File: src/rtl/seq_divider_pkg.sv
// Shared types and constants for the iterative restoring divider.
package seq_divider_pkg;

    typedef enum logic {
        IDLE = 1'b0,
        CALC = 1'b1
    } state_t;

    localparam int WIDTH_DEF = 4;
    localparam int CNT_W     = $clog2(2 * WIDTH_DEF + 1);

    function automatic int cnt_width(input int w);
        return $clog2(2 * w + 1);
    endfunction

endpackage

File: src/rtl/seq_divider_div_step.sv
// One restoring-division step: shift in a dividend bit, subtract the divisor if it fits.
module div_step #(
    parameter int WIDTH = 4
) (
    input  logic [WIDTH:0]   rem_i,
    input  logic             bit_i,
    input  logic [WIDTH-1:0] divisor_i,
    output logic [WIDTH:0]   rem_o,
    output logic             q_o
);

    logic [WIDTH:0] trial;
    logic           unused_rem_msb;

    // The running remainder is always below the divisor, so its top bit is never set.
    assign unused_rem_msb = rem_i[WIDTH];
    assign trial          = {rem_i[WIDTH-1:0], bit_i};

    always_comb begin
        rem_o = trial;
        q_o   = 1'b0;
        if (trial >= {1'b0, divisor_i}) begin
            rem_o = trial - {1'b0, divisor_i};
            q_o   = 1'b1;
        end
    end

endmodule

File: src/rtl/seq_divider.sv
// Iterative unsigned divider: 2*WIDTH-bit dividend by WIDTH-bit divisor, one quotient bit per clock.
module seq_divider
    import seq_divider_pkg::*;
#(
    parameter int WIDTH = WIDTH_DEF
) (
    input  logic                 clk,
    input  logic                 rst,
    input  logic                 start,
    input  logic [2*WIDTH-1:0]   dividend,
    input  logic [WIDTH-1:0]     divisor,
    output logic                 busy,
    output logic                 done,
    output logic [2*WIDTH-1:0]   quotient,
    output logic [WIDTH-1:0]     remainder,
    output logic                 div_by_zero
);

    localparam int DW = 2 * WIDTH;
    localparam int CW = cnt_width(WIDTH);
    localparam logic [CW-1:0] LAST = CW'(DW - 1);

    state_t          state_q;
    logic [CW-1:0]   cnt_q;
    logic            busy_q;
    logic            done_q;
    logic            dbz_q;
    logic [DW-1:0]   quo_q;
    logic [WIDTH-1:0] rmd_q;

    // Dividend bits leave at the MSB while quotient bits enter at the LSB of the same register.
    logic [DW-1:0]    dvd_q;
    logic [DW-1:0]    dvd_d;
    logic [WIDTH-1:0] dsr_q;
    logic [WIDTH:0]   rem_q;
    logic [WIDTH:0]   rem_d;
    logic             qbit_d;
    logic             accept;

    assign accept = (state_q == IDLE) && start && (divisor != '0);

    div_step #(.WIDTH(WIDTH)) u_step (
        .rem_i     (rem_q),
        .bit_i     (dvd_q[DW-1]),
        .divisor_i (dsr_q),
        .rem_o     (rem_d),
        .q_o       (qbit_d)
    );

    assign dvd_d = {dvd_q[DW-2:0], qbit_d};

    always_ff @(posedge clk) begin
        if (accept) begin
            dvd_q <= dividend;
            dsr_q <= divisor;
            rem_q <= '0;
        end else if (state_q == CALC) begin
            dvd_q <= dvd_d;
            rem_q <= rem_d;
        end
    end

    always_ff @(posedge clk or posedge rst) begin
        if (rst) begin
            state_q <= IDLE;
            cnt_q   <= '0;
            busy_q  <= 1'b0;
            done_q  <= 1'b0;
            dbz_q   <= 1'b0;
            quo_q   <= '0;
            rmd_q   <= '0;
        end else begin
            done_q <= 1'b0;
            case (state_q)
                IDLE: begin
                    if (start) begin
                        if (divisor == '0) begin
                            done_q <= 1'b1;
                            dbz_q  <= 1'b1;
                            quo_q  <= '1;
                            rmd_q  <= '0;
                        end else begin
                            state_q <= CALC;
                            cnt_q   <= '0;
                            busy_q  <= 1'b1;
                        end
                    end
                end
                CALC: begin
                    if (cnt_q == LAST) begin
                        state_q <= IDLE;
                        busy_q  <= 1'b0;
                        done_q  <= 1'b1;
                        dbz_q   <= 1'b0;
                        quo_q   <= dvd_d;
                        rmd_q   <= rem_d[WIDTH-1:0];
                    end else begin
                        cnt_q <= cnt_q + 1'b1;
                    end
                end
                default: state_q <= IDLE;
            endcase
        end
    end

    assign busy        = busy_q;
    assign done        = done_q;
    assign quotient    = quo_q;
    assign remainder   = rmd_q;
    assign div_by_zero = dbz_q;

endmodule

File: config.mk
export PLATFORM = sky130hd
export DESIGN_NAME = seq_divider
export DESIGN_NICKNAME = d
export VERILOG_FILES = /design/src/rtl/seq_divider_pkg.sv /design/src/rtl/seq_divider_div_step.sv /design/src/rtl/seq_divider.sv
export SDC_FILE = /design/constraint.sdc
export NUM_CORES = 1
export LEC_CHECK = 0
export BUFFER_PORTS_ARGS = -buffer_cell sky130_fd_sc_hd__buf_4
export CAP_MARGIN = 25
export CORE_MARGIN = 2
export CORE_UTILIZATION = 30
export CTS_CLUSTER_DIAMETER = 150
export DETAILED_ROUTE_END_ITERATION = 7
export HOLD_SLACK_MARGIN = 0.12
export PLACE_DENSITY_LB_ADDON = 0.1
export REMOVE_ABC_BUFFERS = 1
export SYNTH_ARGS = -nofsm -noshare
export SYNTH_HDL_FRONTEND = slang
export SYNTH_SLANG_ARGS = --single-unit
File: constraint.sdc
create_clock -name clk -period 3.6 [get_ports clk]
set_input_delay 0.36 -clock clk [delete_from_list [all_inputs] [get_ports clk]]
set_output_delay 0.36 -clock clk [all_outputs]
set_load 0.02 [all_outputs]
==> results by group <==
Place
  – Port buffer count: 29
  – Routability cong.: around 0.78
  – DP Cell Count: roughly 240
  – Final HPWL DP: ~2800 um

GRT
  – Initial antenna violation count: 0
  – Total grt overflow: 0
  – Largest net degree at the start of global routing: 21
  – Vias in the first global route: between 1000 and 1500
  – First-pass GRT wire length: about 6300 um
  – Gr usage total: between 10% and 20%

Pwr
  – Sw power: roughly 0.00082 W
  – Seq pwr share: roughly 38%
  – Switching Share: between 30% and 40%
  – P_leak: 0.8901 nW
  – Comb pwr share: roughly 45%
  – Worst vdd ir: ~0.39 mV
  – Pint: around 0.0013 W
  – Clock network fraction of total power: 17.4%
  – Power per Cell Area: about 1000 nW/um^2

Critical path
  – Cells on worst reg2reg path: 3
  – End of the worst register-to-register path: remainder[3]
  – Startpoint Class: register
  – CP required: roughly 3800 ps
  – Crit path capture type: register
  – Worst Path Max Fanout: 15
  – Reg-to-reg startpoint: state_q
  – Crit Path Class: register to register
  – FF-to-FF setup slack: 1570 ps
  – Worst EP arrival: around 2300 ps

STA
  – Final setup TNS: 0 ps
  – Tcrit/Tclk final: between 50% and 60%
  – Clock skew: roughly 4.3 ps
  – Hold Fails Final Rpt: 0
  – Worst-Margin Slew: 800.5 ps
  – Slew Limit Headroom: a little under half
  – RSZ-0062 raised after global routing: no
  – Final Setup Violations: 0
  – Highest clock rate: around 0.49 GHz
  – Min cycle time layout: 2034 ps
  – Fin. max-slew vios: 0

Drt
  – Total wire length: roughly 3800 um
  – Vias per cell: just over 5
  – Via count: 1260
  – DRT iter0 DRCs: 62
  – DRC: 0
  – Final ANT Viol Nets: 0
  – Initial DRT Pass Iterations: 4
  – WL/cell: approximately 15 um

Clocking
  – Max clock buf depth: 2
  – Cts hold-fix bufs: 0
  – Skew-Pair Late Insertion Delay: slightly below 300 ps
  – Post CTS Setup Buffer Count: 0
  – CTS tree: done
  – Root buffer cell: clkbuf_8
  – Reg clk slew, reported paths: 80 ps
  – CTS H-Tree Depth: 2
  – Post-CTS resize count: 0
  – Cts bufs inserted: 5
  – Clock tree sinks: 36

Outcome
  – Status: finished clean

Synthesis
  – Mapped Cells: approximately 140
  – Post-synth ARST share: a little under three fifths
  – Top_reg_cell synth: dfrtp_1
  – Post-synthesis sequential area ratio: 54.69%
  – Synth unique cells: between 40 and 50
  – Seq cells post-synth: 36
  – Post-Synthesis Cell Area: around 1700 um^2
  – Post-synth EDFFs: 12
  – Avg Cell Area, Syn: about 12 um^2
  – Yosys warning count: 0

Finish
  – Layout area overhead: 24.00%
  – Final std cells w/o fill: about 250
  – Ant diodes: 0
  – Count of nets after finishing: around 200
  – Layout cells sized above 1: 29.14%

Run
  – Maxcap violations: 0

Die
  – Initial Utilization: a little under a third
  – Num rows: 27
  – DIE HEIGHT: 79.73 um
  – Die ar.: about 6400 um^2
  – Die width: between 70 and 80 um
  – Area of the core: 5507 um^2
  – # IOs: 30

Min path
  – Hold crit path type: input port to asynchronous set/reset pin
-- cells by family (layout without fill, tap and decap cells) --
family          count (synthesis)  in the layout  synth area share [%]
compound gates                 39             39                 19.06
flops                          36             36                 54.69
simple gates                   33             33                 10.91
buf+inv                        16             50                 3.782
mux                             8              8                 5.237
fa+ha+maj                       6              6                 4.800
xor+xnor                        3              3                 1.528
-- registers in the layout (all words and copies together) (netlist names) --
name and count:
dvd_q 8, quotient 8, cnt_q 4, dsr_q 4, rem_q 4, remainder 4, busy 1, div_by_zero 1
done 1, state_q 1
-- per-stage QoR --
step                utilization [%]  total power (W)  setup WS (ps)  hold WS (ps)  instance area [um^2]
detailed placement            36.72         0.001733           1582         479.0                  2022
global placement              36.72         0.001716           1566         465.1                  2022
floorplan                         -         0.001400           1619         323.8                  1699
CTS                           38.74         0.002099           1554         258.3                  2133
finish                        38.74         0.002078           1567         214.7                  2133
global route                  38.74         0.002237           1392         263.3                  2133
-- worst max-delay path by stage --
stage                         from            to  slack, ps  depth (start not counted)
after global placement     state_q  remainder[3]       1570                          3
final                      state_q  remainder[3]       1570                          3
after floorplan            state_q      dvd_q[7]       1620                          3
after detailed placement   state_q      dvd_q[7]       1580                          4
after global routing      dsr_q[2]      dvd_q[0]       1390                          6
after CTS                  state_q  remainder[3]       1550                          3
-- per-layer routing --
layer | GRT usage [%] | part of all wire (%)
met4 | 6.207 | 2.0
met2 | 21.34 | 49
met1 | 16.93 | 45
met5 | 0 | 0
met3 | 3.167 | 3.7
-- worst max-delay path: stages (launching register included) --
cell	delay (ps)
dfrtp_1	690
nand4b_2	530
or4_1	650
o211ai_1	90
-- final cells by class --
cell class	instances	area (um^2)
Clock buffer	5	68.82
Sequential cell	36	940.9
Clock inverter	3	42.54
Tap cell	72	90.09
Inverter	11	43.79
Timing Repair Buffer	31	232.7
Fill cell	550	3373
Multi-Input combinational cell	89	714.4
-- cell usage in the layout, fill, tap and decap left out, types with 2 or more instances in the layout --
master,synthesis,final
buf_4,0,31
dfrtp_1,20,20
nand2_1,16,16
edfxtp_1,12,12
inv_1,7,7
o22a_1,7,7
mux2_1,7,7
o211ai_1,6,6
o2111ai_1,6,6
ha_1,5,5
clkbuf_8,0,5
nor2_1,4,4
dfxtp_1,4,4
xor2_1,3,3
a21oi_2,2,2
nand3b_1,2,2
o21a_1,2,2
inv_2,2,2
a21oi_1,2,2
o21ai_0,2,2
o311ai_1,2,2
-- power groups by stage --
stage	sequential (W)	clock [W]	combinational [W]
final	0.000789	0.000362	0.000927
after global routing	0.000816	0.000386	0.00104
after CTS	0.000790	0.000371	0.000939
after detailed placement	0.000796	0	0.000937
after global placement	0.000792	0	0.000924
after floorplan	0.000860	0	0.000540
-- synth_stat cells, drive strengths merged (3+ instances only) --
| cell | n | share of area (%) |
|---|---|---|
| o211ai | 6 | 2.6 |
| dfxtp | 4 | 4.7 |
| dfrtp | 20 | 29 |
| edfxtp | 12 | 21 |
| xor2 | 3 | 1.5 |
| nand2 | 17 | 4.1 |
| nor2 | 4 | 0.87 |
| mux2 | 8 | 5.2 |
| o22a | 7 | 3.6 |
| clkbuf | 3 | 0.65 |
| o2111ai | 6 | 3.1 |
| inv | 10 | 2.3 |
| o311ai | 3 | 1.5 |
| a21oi | 5 | 2.5 |
| ha | 5 | 3.6 |
Power figures use the tool's default switching activity.
